===== src/rtl/dmem_access_ctrl.sv =====
// dmem_access_ctrl: data-memory access sequencer for two requesters.
// m0 is the CPU load/store stage and m1 is the debug/loader port. One
// transaction is in flight at a time. Byte and halfword stores become a
// word read followed by a merged word write. Loads return sign- or
// zero-extended data together with a one-cycle ack.
// Optional build macro DMEM_ACCESS_CTRL_RR_EN selects round-robin
// arbitration. Without it, m0 has fixed priority over m1.
module dmem_access_ctrl #(
  parameter int ADDR_W = 32,
  parameter int DATA_W = 32
) (
  input  logic              CLK,
  input  logic              RST,
  input  logic              m0_req,
  input  logic              m0_wr,
  input  logic [1:0]        m0_size,
  input  logic              m0_uns,
  input  logic [ADDR_W-1:0] m0_addr,
  input  logic [DATA_W-1:0] m0_wdata,
  output logic              m0_ready,
  output logic              m0_ack,
  output logic              m0_err,
  output logic [DATA_W-1:0] m0_rdata,
  input  logic              m1_req,
  input  logic              m1_wr,
  input  logic [1:0]        m1_size,
  input  logic              m1_uns,
  input  logic [ADDR_W-1:0] m1_addr,
  input  logic [DATA_W-1:0] m1_wdata,
  output logic              m1_ready,
  output logic              m1_ack,
  output logic              m1_err,
  output logic [DATA_W-1:0] m1_rdata,
  output logic              mem_re,
  output logic              mem_we,
  output logic [ADDR_W-1:0] mem_addr,
  output logic [DATA_W-1:0] mem_wdata,
  input  logic [DATA_W-1:0] mem_rdata
);

  typedef enum logic [1:0] {IDLE, ACCESS, MERGE, DONE} state_t;

  state_t            state, state_nxt;
  logic              cur_m, cur_wr, cur_uns, cur_err;
  logic [1:0]        cur_size;
  logic [ADDR_W-1:0] cur_addr;
  logic [DATA_W-1:0] cur_wdata, rdata_q, merge_q;

  logic              sel1, accept, win_wr, win_uns, win_bad;
  logic [1:0]        win_size;
  logic [ADDR_W-1:0] win_addr;
  logic [DATA_W-1:0] win_wdata;
  logic              sub_word, done;
  logic [DATA_W-1:0] rdata_out;

  // Misaligned halfword/word or reserved size.
  function automatic logic misaligned(input logic [1:0] size, input logic [1:0] off);
    return (size == 2'b11) || (size == 2'b01 && off[0]) ||
           (size == 2'b10 && off != 2'b00);
  endfunction

  // Select the addressed little-endian lane and extend it to a full word.
  function automatic logic [DATA_W-1:0] extract_lane(input logic [DATA_W-1:0] word,
                                                     input logic [1:0] off,
                                                     input logic [1:0] size,
                                                     input logic uns);
    logic [DATA_W-1:0]        sh;
    logic signed [7:0]        b;
    logic signed [15:0]       h;
    logic signed [DATA_W-1:0] ext;
    sh = word >> {off, 3'b000};
    b  = sh[7:0];
    h  = sh[15:0];
    case (size)
      2'b00:   ext = uns ? $signed({{(DATA_W-8){1'b0}}, sh[7:0]}) : b;
      2'b01:   ext = uns ? $signed({{(DATA_W-16){1'b0}}, sh[15:0]}) : h;
      default: ext = $signed(word);
    endcase
    return $unsigned(ext);
  endfunction

  // Replace the addressed byte/half lane of the previously read word.
  function automatic logic [DATA_W-1:0] merge_lane(input logic [DATA_W-1:0] old,
                                                   input logic [DATA_W-1:0] wd,
                                                   input logic [1:0] off,
                                                   input logic [1:0] size);
    logic [DATA_W-1:0] mask;
    mask = (size == 2'b00) ? {{(DATA_W-8){1'b0}}, 8'hFF}
                           : {{(DATA_W-16){1'b0}}, 16'hFFFF};
    mask = mask << {off, 3'b000};
    return (old & ~mask) | ((wd << {off, 3'b000}) & mask);
  endfunction

`ifdef DMEM_ACCESS_CTRL_RR_EN
  logic last_q;

  // Last-grant pointer: on contention the master not granted last wins.
  always_ff @(posedge CLK or posedge RST) begin
    if (RST)         last_q <= 1'b1;
    else if (accept) last_q <= sel1;
  end

  // Round-robin winner select.
  always_comb sel1 = m1_req && (!m0_req || !last_q);
`else
  // Fixed priority winner select: m0 always wins.
  always_comb sel1 = m1_req && !m0_req;
`endif

  // Winner request fields and acceptance.
  always_comb begin
    accept    = (state == IDLE) && (m0_req || m1_req);
    win_wr    = sel1 ? m1_wr    : m0_wr;
    win_size  = sel1 ? m1_size  : m0_size;
    win_uns   = sel1 ? m1_uns   : m0_uns;
    win_addr  = sel1 ? m1_addr  : m0_addr;
    win_wdata = sel1 ? m1_wdata : m0_wdata;
    win_bad   = misaligned(win_size, win_addr[1:0]);
  end

  // State register.
  always_ff @(posedge CLK or posedge RST) begin
    if (RST) state <= IDLE;
    else     state <= state_nxt;
  end

  // Latched transaction plus load-result and merge capture.
  always_ff @(posedge CLK or posedge RST) begin
    if (RST) begin
      cur_m     <= 1'b0;
      cur_wr    <= 1'b0;
      cur_size  <= 2'b00;
      cur_uns   <= 1'b0;
      cur_err   <= 1'b0;
      cur_addr  <= '0;
      cur_wdata <= '0;
      rdata_q   <= '0;
      merge_q   <= '0;
    end else if (accept) begin
      cur_m     <= sel1;
      cur_wr    <= win_wr;
      cur_size  <= win_size;
      cur_uns   <= win_uns;
      cur_err   <= win_bad;
      cur_addr  <= win_addr;
      cur_wdata <= win_wdata;
      rdata_q   <= '0;
    end else if (state == ACCESS) begin
      if (!cur_wr)        rdata_q <= extract_lane(mem_rdata, cur_addr[1:0], cur_size, cur_uns);
      else if (sub_word)  merge_q <= mem_rdata;
    end
  end

  // Next state, arbitration strobes, memory controls and completion outputs.
  always_comb begin
    state_nxt = state;
    sub_word  = (cur_size != 2'b10);
    done      = (state == DONE);
    m0_ready  = 1'b0;
    m1_ready  = 1'b0;
    mem_re    = 1'b0;
    mem_we    = 1'b0;
    mem_addr  = '0;
    mem_wdata = '0;
    case (state)
      IDLE: begin
        m0_ready = m0_req && !sel1;
        m1_ready = sel1;
        if (accept) state_nxt = win_bad ? DONE : ACCESS;
      end
      ACCESS: begin
        mem_addr = {cur_addr[ADDR_W-1:2], 2'b00};
        if (cur_wr && !sub_word) begin
          mem_we    = 1'b1;
          mem_wdata = cur_wdata;
          state_nxt = DONE;
        end else begin
          mem_re    = 1'b1;
          state_nxt = (cur_wr) ? MERGE : DONE;
        end
      end
      MERGE: begin
        mem_addr  = {cur_addr[ADDR_W-1:2], 2'b00};
        mem_we    = 1'b1;
        mem_wdata = merge_lane(merge_q, cur_wdata, cur_addr[1:0], cur_size);
        state_nxt = DONE;
      end
      default: state_nxt = IDLE;
    endcase
    rdata_out = (done && !cur_wr && !cur_err) ? rdata_q : '0;
    m0_ack    = done && !cur_m;
    m1_ack    = done && cur_m;
    m0_err    = done && !cur_m && cur_err;
    m1_err    = done && cur_m && cur_err;
    m0_rdata  = cur_m ? '0 : rdata_out;
    m1_rdata  = cur_m ? rdata_out : '0;
  end

endmodule


===== config.mk =====
export PLATFORM = sky130hd
export DESIGN_NAME = dmem_access_ctrl
export DESIGN_NICKNAME = d
export VERILOG_FILES = /design/src/rtl/dmem_access_ctrl.sv
export SDC_FILE = /design/constraint.sdc
export NUM_CORES = 1
export LEC_CHECK = 0
export ABC_AREA = 1
export BUFFER_PORTS_ARGS = -buffer_cell sky130_fd_sc_hd__buf_2
export CAP_MARGIN = 20
export CORE_MARGIN = 2
export CORE_UTILIZATION = 56
export CTS_BUF_LIST = sky130_fd_sc_hd__clkbuf_4
export CTS_CLUSTER_SIZE = 40
export DETAILED_ROUTE_END_ITERATION = 10
export PLACE_DENSITY = 0.89
export RECOVER_POWER = 50
export SYNTH_ARGS = -nofsm -noshare
export SYNTH_HDL_FRONTEND = slang
export SYNTH_SLANG_ARGS = --single-unit

===== constraint.sdc =====
create_clock -name CLK -period 9.9 [get_ports CLK]
set_clock_uncertainty 0.05 [all_clocks]
set_input_delay 0.99 -clock CLK [delete_from_list [all_inputs] [get_ports CLK]]
set_output_delay 0.99 -clock CLK [all_outputs]
set_load 0.01 [all_outputs]

==> impl_metrics.env, run 1 <==
export IMPL_finalCritPeriodShare_pct=56.1
export IMPL_fp_dieH_um=126
export IMPL_worst_r2r_startpoint="cur_size[1]"
export IMPL_core_rowCount=44
export IMPL_synth_area_um2=8340
export IMPL_fill_cells=1293
export IMPL_powerDensity_nw_per_um2=312
export IMPL_cts_sinks=136
export IMPL_fin_nets=1620
export IMPL_wl_per_cell_um=17.4
export IMPL_grt_max_degree=91
export IMPL_seq_area_frac_synth_pct=40.8
export IMPL_grt_pass1_vias=8461
export IMPL_setup_violations=0
export IMPL_synth_cell_types=35
export IMPL_cp_startpoint="RST"
export IMPL_cp_max_fo=76
export IMPL_port_buffers=305
export IMPL_cp_data_arrival_time_ns=5.46
export IMPL_grt_usage_pct=35.2
export IMPL_grt_ovfl_total=0
export IMPL_wl_mm=28.6
export IMPL_synth_top_area_share_pct=40.8
export IMPL_io_pins=308
export IMPL_via_count=9325
export IMPL_crit_required_ns=9.81
export IMPL_cts_root_buffer="clkbuf_4"
export IMPL_maxCapViolCount=5
export IMPL_core_area_um2=14500
export IMPL_hold_path_class="register to register"
export IMPL_hold_viol=0
export IMPL_firstDrtPassIters=8
export IMPL_grt_pass1_wl_mm=44.3
export IMPL_dieArea_um2=15900
export IMPL_violations="capacitance limit, slew limit"
export IMPL_tightest_slew_ns=3.44
export IMPL_synth_seq_cells=136
export IMPL_synth_cells=1192
export IMPL_numCtsBuffers=17
export IMPL_cts_resized=0
export IMPL_layout_drive_gt1_share_pct=25.7
export IMPL_power_total_uw=3120
export IMPL_grt_antenna_before_repair=4
export IMPL_hold_path_startpoint="rdata_q[27]"
export IMPL_h_tree_depth=4
export IMPL_avgSynthCellArea_um2=7.00
export IMPL_drtAntennaViolNets=0
export IMPL_viasPerCell=5.68
export IMPL_clkLatencyLatePin_ns=0.55
export IMPL_layout_common_cells="nand2_1 (317), buf_2 (304), a21oi_1 (136), dfrtp_1 (136), inv_1 (132)"
export IMPL_post_route_drc_count=0
export IMPL_place_congestion=0.965
export IMPL_leakage_uw=0.00536
export IMPL_critical_path_class="input port to asynchronous set/reset pin"
export IMPL_fin_tns_setup_ns=0
export IMPL_final_common_cell="nand2_1"
export IMPL_dp_hpwl_mm=21.0
export IMPL_fmax_mhz=180
export IMPL_slew_violations=300
export IMPL_synth_area_top_cells="dfrtp_1 (41%), nand2_1 (14%), a21oi_1 (8.2%)"
export IMPL_start_util_pct=57.4
export IMPL_status="finished, violations left"
export IMPL_cp_end_kind="asynchronous set/reset pin"
export IMPL_yosysWarnings=0
export IMPL_holdBufCountCts=0
export IMPL_grt_setup_unrepaired="no"
export IMPL_slew_headroom_pct=-131
export IMPL_post_cts_buffers=0
export IMPL_fin_crit_ns=5.55
export IMPL_drt_iter0_drc=1177
export IMPL_cts_tree="yes"
export IMPL_area_delta_synth_final_pct=20.0
export IMPL_peakVddDrop_mv=0.223
export IMPL_cts_buffer_depth=2
export IMPL_die_w_um=126
export IMPL_critPathLaunchType="input port"
export IMPL_cts_clk_slew_worst_paths_ns=0.11
export IMPL_netlist_top_cell_by_area="dfrtp_1"
-- Yosys cell counts --
library cell  number
nand2_1          317
a21oi_1          136
dfrtp_1          136
inv_1            131
nor2_1            80
o21ai_0           74
nor3_1            66
nand3_1           34
clkbuf_1          32
buf_2             31
o21ai_1           28
o22ai_1           27
o211ai_1          22
buf_4             11
inv_2              8
mux2_1             8
buf_6              6
o21bai_1           6
or2_2              6
ha_1               5
nand2_2            4
nor2_2             4
buf_1              3
nand3_2            3
a21oi_2            2
nor2_8             2
or2_1              2
clkinv_1           1
conb_1             1
nand2_4            1
nand3_4            1
nand3b_1           1
nand4_1            1
nor2_4             1
o21ai_4            1
-- power breakdown --
part / leakage (uW) / total (uW) / switching, uW / internal (uW)
combinational: 0.00355 / 1770 / 1200 / 574
clock: 0.000143 / 339 / 204 / 135
sequential: 0.00167 / 1010 / 190 / 818
-- cell families after synthesis --
kind of cell,count (synthesis),synth area share [%]
AOI/OAI and AO/OA,296,19.2
and+or+nand+nor,523,26.6
muxes,8,1.08
DFF,136,40.8
buffers and inverters,223,11.5
adders and majority gates,5,0.750
other,1,0.0450
-- through the flow --
step / cell area, um2 / worst slack [ns] / instances / hold slack [ns] / utilization, %
after floorplan: 8340 / 5.22 / 1193 / 0.399 / -
after global placement: 9730 / 5.88 / 1606 / 0.416 / 67.0
after detailed placement: 9730 / 5.72 / 1606 / 0.417 / 67.0
after CTS: 9980 / 5.11 / 1638 / 0.444 / 68.7
after global routing: 10000 / 3.34 / 1643 / 0.465 / 68.9
final: 10000 / 4.35 / 1643 / 0.441 / 68.9
-- worst max-delay path, cell delays in order --
cell and delay (ns):
buf_2 0.10, clkinvlp_2 1.91, clkbuf_1 2.39
-- final cells by class --
type	instances	area, um2	area share (%)
clock buffer	22	165	1.65
clock inverter	10	80.1	0.800
antenna	3	7.51	0.0750
timing repair buffer	314	1610	16.1
tap	184	230	2.30
multi-input combinational	834	3990	39.8
sequential	136	3400	34.0
inverter	140	527	5.26
-- routing by layer --
layer | global-route usage, % | vias to the layer above | part of all wire [%]
li1 | - | 4371 | -
met4 | 14.9 | 2 | 4.2
met3 | 9.01 | 95 | 11
met5 | 0 | - | 0.045
met2 | 56.9 | 556 | 48
met1 | 45.3 | 4301 | 37
-- state kept, by name, indices dropped and copies added (netlist names) --
name and flops:
cur_addr 32, cur_wdata 32, merge_q 32, rdata_q 32, cur_size 2, state 2, cur_err 1, cur_m 1
cur_uns 1, cur_wr 1
-- path summary, 6_finish.rpt --
check / to / slack [ns] / cells past startpoint
setup reg to reg: merge_q[4] / 5.18 / 7
max in group CLK: mem_wdata[27] / 4.73 / 8
setup / recovery: merge_q[31] / 4.35 / 3
min in group asynchronous: cur_addr[3] / 1.37 / 2
hold / removal: rdata_q[27] / 0.44 / 2
hold reg to reg: rdata_q[27] / 0.44 / 2
(Power assumes the default switching activity.)
==> run 2: changes to the inputs <==
--- a/config.mk
+++ b/config.mk
@@ -5,15 +5,15 @@
 export SDC_FILE = /design/constraint.sdc
 export NUM_CORES = 1
 export LEC_CHECK = 0
-export ABC_AREA = 1
+export ABC_AREA = 0
 export BUFFER_PORTS_ARGS = -buffer_cell sky130_fd_sc_hd__buf_2
 export CAP_MARGIN = 20
 export CORE_MARGIN = 2
-export CORE_UTILIZATION = 56
+export CORE_UTILIZATION = 51
 export CTS_BUF_LIST = sky130_fd_sc_hd__clkbuf_4
 export CTS_CLUSTER_SIZE = 40
 export DETAILED_ROUTE_END_ITERATION = 10
-export PLACE_DENSITY = 0.89
+export PLACE_DENSITY = 0.83
 export RECOVER_POWER = 50
 export SYNTH_ARGS = -nofsm -noshare
 export SYNTH_HDL_FRONTEND = slang
==> constraint.sdc (replaced) <==
create_clock -name CLK -period 5.3 [get_ports CLK]
set_clock_uncertainty 0.05 [all_clocks]
set_input_delay 0.53 -clock CLK [delete_from_list [all_inputs] [get_ports CLK]]
set_output_delay 0.53 -clock CLK [all_outputs]
set_load 0.01 [all_outputs]
==> run 2 against run 1 <==
  * The flow still finishes with violations (capacitance limit, slew limit)
  * Worst hold slack got worse by 0.28 ns
  * Sequential power increased by 100%
  * Setup slack got worse by 2.8 ns
  * Clock power increased by 100%
  * Area after synthesis decreased by 5.1%
  * Register-to-register slack got worse by 3.3 ns
  * Core utilization decreased by 4.5 points
  * Clock-buffer cell count decreased by 5
  * Total power increased by 76%
  * Critical path depth increased by 2
==> impl_metrics.env, run 2 <==
export IMPL_numCtsBuffers=17
export IMPL_post_route_drc_count=0
export IMPL_grt_util_met3_pct=7.23
export IMPL_grt_max_degree=86
export IMPL_synth_seq_cells=136
export IMPL_slew_violations=119
export IMPL_violations="capacitance limit, slew limit"
export IMPL_post_cts_buffers=0
export IMPL_critPathLaunchType="register"
export IMPL_synth_cells=917
export IMPL_holdBufCountCts=0
export IMPL_synthTopCellsByCount="nand2_1 (180), dfrtp_1 (136), and2_1 (100)"
export IMPL_regArea_um2=3400
export IMPL_synth_top_family_by_area="simple AND/OR/NAND/NOR gates"
export IMPL_tightest_slew_ns=3.73
export IMPL_async_flop_share_pct=100
export IMPL_core_area_um2=15200
export IMPL_grt_pass1_wl_mm=37.8
export IMPL_postLayoutCoreUtil_pct=64.3
export IMPL_fill_cells=1340
export IMPL_cts_sinks=136
export IMPL_maxCapViolCount=2
export IMPL_h_tree_depth=4
export IMPL_synth_most_common_cell="nand2_1"
export IMPL_fin_tns_setup_ns=0
export IMPL_dieArea_um2=16500
export IMPL_cts_root_buffer="clkbuf_4"
export IMPL_status="finished, violations left"
export IMPL_crit_required_ns=4.72
export IMPL_slew_headroom_pct=-150
export IMPL_pre_cts_ws_ns=2.16
export IMPL_clkLatencyLatePin_ns=0.55
export IMPL_finalCritPeriodShare_pct=71.3
export IMPL_final_cells=1381
export IMPL_synthAdderAreaFrac_pct=0.791
export IMPL_grt_usage_pct=29.7
export IMPL_cts_resized=0
export IMPL_seq_area_frac_synth_pct=43.0
export IMPL_cp_max_fo=30
export IMPL_synth_ff_type="dfrtp_1"
export IMPL_globalRouteMet2Util_pct=48.2
export IMPL_drtAntennaViolNets=0
export IMPL_cts_clk_slew_worst_paths_ns=0.13
export IMPL_setup_violations=0
export IMPL_start_util_pct=52.0
export IMPL_die_w_um=129
export IMPL_yosysWarnings=0
export IMPL_whs_ns=0.165
export IMPL_synth_enable_flop_cells=0
export IMPL_netlist_top_cell_by_area="dfrtp_1"
export IMPL_setup_slack_ns=1.52
export IMPL_final_common_cell="buf_2"
export IMPL_met1_usage_pct=39.5
export IMPL_leakage_uw=0.00485
export IMPL_cp_data_arrival_time_ns=3.20
export IMPL_firstDrtPassIters=5
export IMPL_grt_pass1_vias=7085
export IMPL_fp_dieH_um=129
export IMPL_multi_input_area_um2=4170
export IMPL_synth_area_top_cells="dfrtp_1 (43%), nand2_1 (8.5%), and2_1 (7.9%)"
export IMPL_grt_ovfl_total=0
export IMPL_cts_tree="yes"
export IMPL_synth_top_area_share_pct=43.0
export IMPL_dp_cells=1342
export IMPL_layout_common_cells="buf_2 (300), nand2_1 (180), dfrtp_1 (136)"
export IMPL_layout_drive_gt1_share_pct=32.7
export IMPL_viasPerCell=5.68
export IMPL_regToRegSetupSlack_ns=1.90
export IMPL_critical_path_class="register to output pin"
export IMPL_io_pins=308
export IMPL_hold_path_class="input port to register"
export IMPL_cp_end_kind="output pin"
export IMPL_peakVddDrop_mv=0.311
export IMPL_fin_nets=1353
export IMPL_wl_per_cell_um=18.0
export IMPL_port_buffers=305
export IMPL_drt_iter0_drc=729
export IMPL_via_count=7844
export IMPL_place_congestion=0.928
export IMPL_wl_mm=24.9
export IMPL_cts_buffer_depth=2
export IMPL_hold_viol=0
export IMPL_synth_mux_area_share_pct=8.36
export IMPL_synth_cell_types=48
export IMPL_core_rowCount=45
export IMPL_synth_simple_area_share_pct=25.9
export IMPL_area_delta_synth_final_pct=23.6
export IMPL_synth_xor_area_share_pct=0
export IMPL_fin_crit_ns=3.78
export IMPL_grt_setup_unrepaired="no"
export IMPL_grt_antenna_before_repair=7
export IMPL_avgSynthCellArea_um2=8.63
export IMPL_synth_compound_area_share_pct=17.2
export IMPL_grt_busiest_layer="met2"
export IMPL_powerDensity_nw_per_um2=561
export IMPL_fmax_mhz=265
export IMPL_synth_area_um2=7910
export IMPL_dp_hpwl_mm=18.6
-- run 2: cell count changes in the layout (fill, tap and decap cells not counted), sizes merged, moves of 23 or more --
cell    previous run  this run
nand2            322       180
inv              138         8
a21oi            138        21
and2               0       100
o21ai            103        29
a31oi              0        68
nor3              66         5
mux2               8        39
nand3             38         8
o22ai             27         2
o221ai             0        23
-- run 2: final cells by class --
type	count	share of cell area [%]
antenna	4	0.102
clock buffer	17	1.31
timing repair buffer	318	16.9
sequential	136	34.8
tap	188	2.41
inverter	7	0.281
multi-input combinational	696	42.6
clock inverter	15	1.56
-- run 2: power breakdown --
| group | switching, uW | internal (uW) |
|---|---|---|
| Clock | 410 | 280 |
| Sequential | 506 | 1550 |
| Combinational | 1510 | 1230 |
| Total | 2430 | 3050 |
-- run 2: path summary, 6_finish.rpt --
check                             from             to  cells after the start
min in group asynchronous          RST     rdata_q[6]                      2
max reg2reg                   state[0]    merge_q[29]                      6
max                        cur_size[1]  mem_wdata[16]                      5
min reg2reg                 rdata_q[6]     rdata_q[6]                      2
min                        m1_addr[20]   cur_addr[20]                      3
max in group asynchronous          RST    cur_addr[0]                      3
-- run 2: critical path, cell delays in order (launching register included) --
cell and delay (ns):
dfrtp_1 1.02, and4b_1 0.45, and2_1 0.71, nand2_1 0.11, o21ai_1 0.17, buf_2 0.18
-- run 2: kinds of logic (layout without fill, tap and decap cells) --
kind of cell               Yosys count  in the layout
AOI/OAI and AO/OA                  197            197
adders and majority gates            5              5
buffers and inverters               86            357
DFF                                136            136
muxes                               60             60
other                                1              6
and+or+nand+nor                    432            432
-- run 2: through the flow --
stage          cell area [um2]  total power [uW]
2_1_floorplan             7920              3790
3_3_place_gp              9450              4670
3_5_place_dp              9450              4730
4_1_cts                   9730              5420
5_1_grt                   9770              5860
6_report                  9780              5480
-- run 2: routing by layer --
layer,wire length (um),share of wire (%)
met5,54,0.22
met2,11800,48
met3,2130,8.6
met4,503,2.0
met1,10300,42
==> run 3: changes to the inputs <==
==> constraint.sdc (replaced) <==
create_clock -name CLK -period 3.8 [get_ports CLK]
set_clock_uncertainty 0.05 [all_clocks]
set_input_delay 0.38 -clock CLK [delete_from_list [all_inputs] [get_ports CLK]]
set_output_delay 0.38 -clock CLK [all_outputs]
set_load 0.01 [all_outputs]
==> run 3 against run 2 <==
  * The flow still finishes with violations (capacitance limit, slew limit)
  * Setup slack lost 1.2 ns
  * Routed wire length rose by 17%
  * First-iteration DRC count up 49%
  * Critical path depth increased by 2
  * Die area did not move
  * Highest routed layer unchanged
  * Critical path type unchanged
==> impl_metrics.env, run 3 (synthesized netlist as in run 2, its figures left out) <==
export IMPL_status="finished, violations left"
export IMPL_violations="capacitance limit, slew limit"
export IMPL_area_delta_synth_final_pct=38.5
export IMPL_hold_viol=0
export IMPL_viasPerCell=5.93
export IMPL_fin_nets=1477
export IMPL_crit_buf_inv=2
export IMPL_grt_pass1_wl_mm=44.2
export IMPL_swShare_pct=43.7
export IMPL_h_tree_depth=4
export IMPL_wl_mm=29.1
export IMPL_clkLatencyLatePin_ns=0.55
export IMPL_io_pins=308
export IMPL_die_w_um=129
export IMPL_fp_dieH_um=129
export IMPL_cts_tree="yes"
export IMPL_critical_path_class="register to output pin"
export IMPL_path_cells="inv_1 -> ha_1 -> and4b_1 -> and2_1 -> nand2_1 -> o21ai_0 -> buf_2"
export IMPL_dp_cells=1344
export IMPL_grt_setup_unrepaired="no"
export IMPL_port_buffers=305
export IMPL_grt_antenna_before_repair=3
export IMPL_cts_buffer_depth=2
export IMPL_pwr_share_comb_pct=55.5
export IMPL_cp_data_arrival_time_ns=3.04
export IMPL_critPathLaunchType="register"
export IMPL_drt_iter0_drc=1086
export IMPL_tightest_slew_ns=1.88
export IMPL_final_cells=1503
export IMPL_post_route_drc_count=0
export IMPL_p_seq_share_pct=34.0
export IMPL_hold_path_class="input port to register"
export IMPL_layout_drive_gt1_share_pct=29.6
export IMPL_cts_resized=0
export IMPL_via_count=8914
export IMPL_clkPwrFrac_pct=10.5
export IMPL_crit_required_ns=3.37
export IMPL_dp_hpwl_mm=18.6
export IMPL_fill_cells=1075
export IMPL_path_delay_family="simple AND/OR/NAND/NOR gates"
export IMPL_critPathMaxStageDelay_ns=0.77
export IMPL_power_switching_uw=3660
export IMPL_wl_per_cell_um=19.3
export IMPL_start_util_pct=52.0
export IMPL_slew_headroom_pct=-25.1
export IMPL_slew_violations=170
export IMPL_peakVddDrop_mv=0.418
export IMPL_dieArea_um2=16500
export IMPL_cts_root_buffer="clkbuf_4"
export IMPL_cts_clk_slew_worst_paths_ns=0.13
export IMPL_cts_sinks=136
export IMPL_firstDrtPassIters=6
export IMPL_fmax_mhz=288
export IMPL_cp_slowest_cell="and2_1"
export IMPL_cp_end_kind="output pin"
export IMPL_drtAntennaViolNets=0
export IMPL_fin_crit_ns=3.47
export IMPL_grt_usage_pct=34.8
export IMPL_finalCritPeriodShare_pct=91.4
export IMPL_maxCapViolCount=2
export IMPL_powerDensity_nw_per_um2=763
export IMPL_core_rowCount=45
export IMPL_fin_tns_setup_ns=0
export IMPL_grt_ovfl_total=0
export IMPL_place_congestion=0.968
export IMPL_cp_max_fo=24
export IMPL_core_area_um2=15200
export IMPL_final_common_cell="buf_2"
export IMPL_internal_power_uw=4700
export IMPL_grt_max_degree=137
export IMPL_numCtsBuffers=17
export IMPL_layout_common_cells="buf_2 (299), nand2_1 (180), dfrtp_1 (136)"
export IMPL_leakage_uw=0.00532
export IMPL_grt_pass1_vias=8447
export IMPL_setup_violations=0
## run 3: cell types whose count changed in the layout (fill, tap and decap cells not counted), sizes merged
cell / delta
bufinv: -1
inv: -1
clkbuf: +2
clkinv: +2
clkinvlp: -1
dlygate4sd3: +123
diode: -2
## run 3: power by group through the flow
stage	clock network [uW]	logic (uW)	registers, uW
6_report	878	4640	2840
3_3_place_gp	0	3730	2790
5_1_grt	942	4990	2910
2_1_floorplan	0	2800	2490
3_5_place_dp	0	3800	2820
4_1_cts	889	4410	2790
## run 3: repair_timing
action	in CTS	in global routing
hold buffers	122	1
setup buffers	0	0
endpoints found under the hold margin	110	1
## run 3: final timing paths
kind	to	startpoint	depth (start not counted)	slack [ns]
worst max-delay path	mem_wdata[20]	state[1]	7	0.33
worst min-delay path	cur_wdata[1]	m0_wdata[1]	3	0.05
worst max register to register	cur_wdata[17]	state[0]	7	0.49
worst min register to register	rdata_q[1]	rdata_q[1]	2	0.45
max in group asynchronous	cur_addr[17]	RST	4	1.52
min in group asynchronous	rdata_q[3]	RST	4	0.96
## run 3: tightest hold or removal path, stage by stage
cell and delay, ns:
buf_2 0.10, nand2_1 0.07, a31oi_1 0.08
## run 3: per-stage QoR
step | power (uW) | setup WS, ns | hold WS, ns | utilization [%] | area [um2]
floorplan | 5290 | 1.62 | 0.402 | - | 7920
global placement | 6520 | 1.28 | 0.424 | 62.3 | 9480
detailed placement | 6630 | 1.13 | 0.438 | 62.3 | 9480
CTS | 8100 | 0.490 | 0.000608 | 72.0 | 10900
global route | 8840 | 0.228 | 0.0185 | 72.1 | 11000
finish | 8360 | 0.328 | 0.0482 | 72.1 | 11000
## run 3: routing by layer
metal  global-route usage, %  wire, um  up-vias
met5                       0        16        -
met4                    18.9      1470        2
met3                    8.81      2990      139
met2                    57.3     13700      657
met1                    42.3     10800     4158
li1                        -         -     3958
## run 3: layout make-up
type	instances	area, um2	area share [%]
diodes	2	5.00	0.0457
multi-input cells	696	4170	38.0
clock inverters	14	109	0.993
repair buffers	442	2880	26.2
flip-flops and latches	136	3400	31.1
well taps	188	235	2.15
inverters	7	30.0	0.274
clock buffers	18	135	1.23
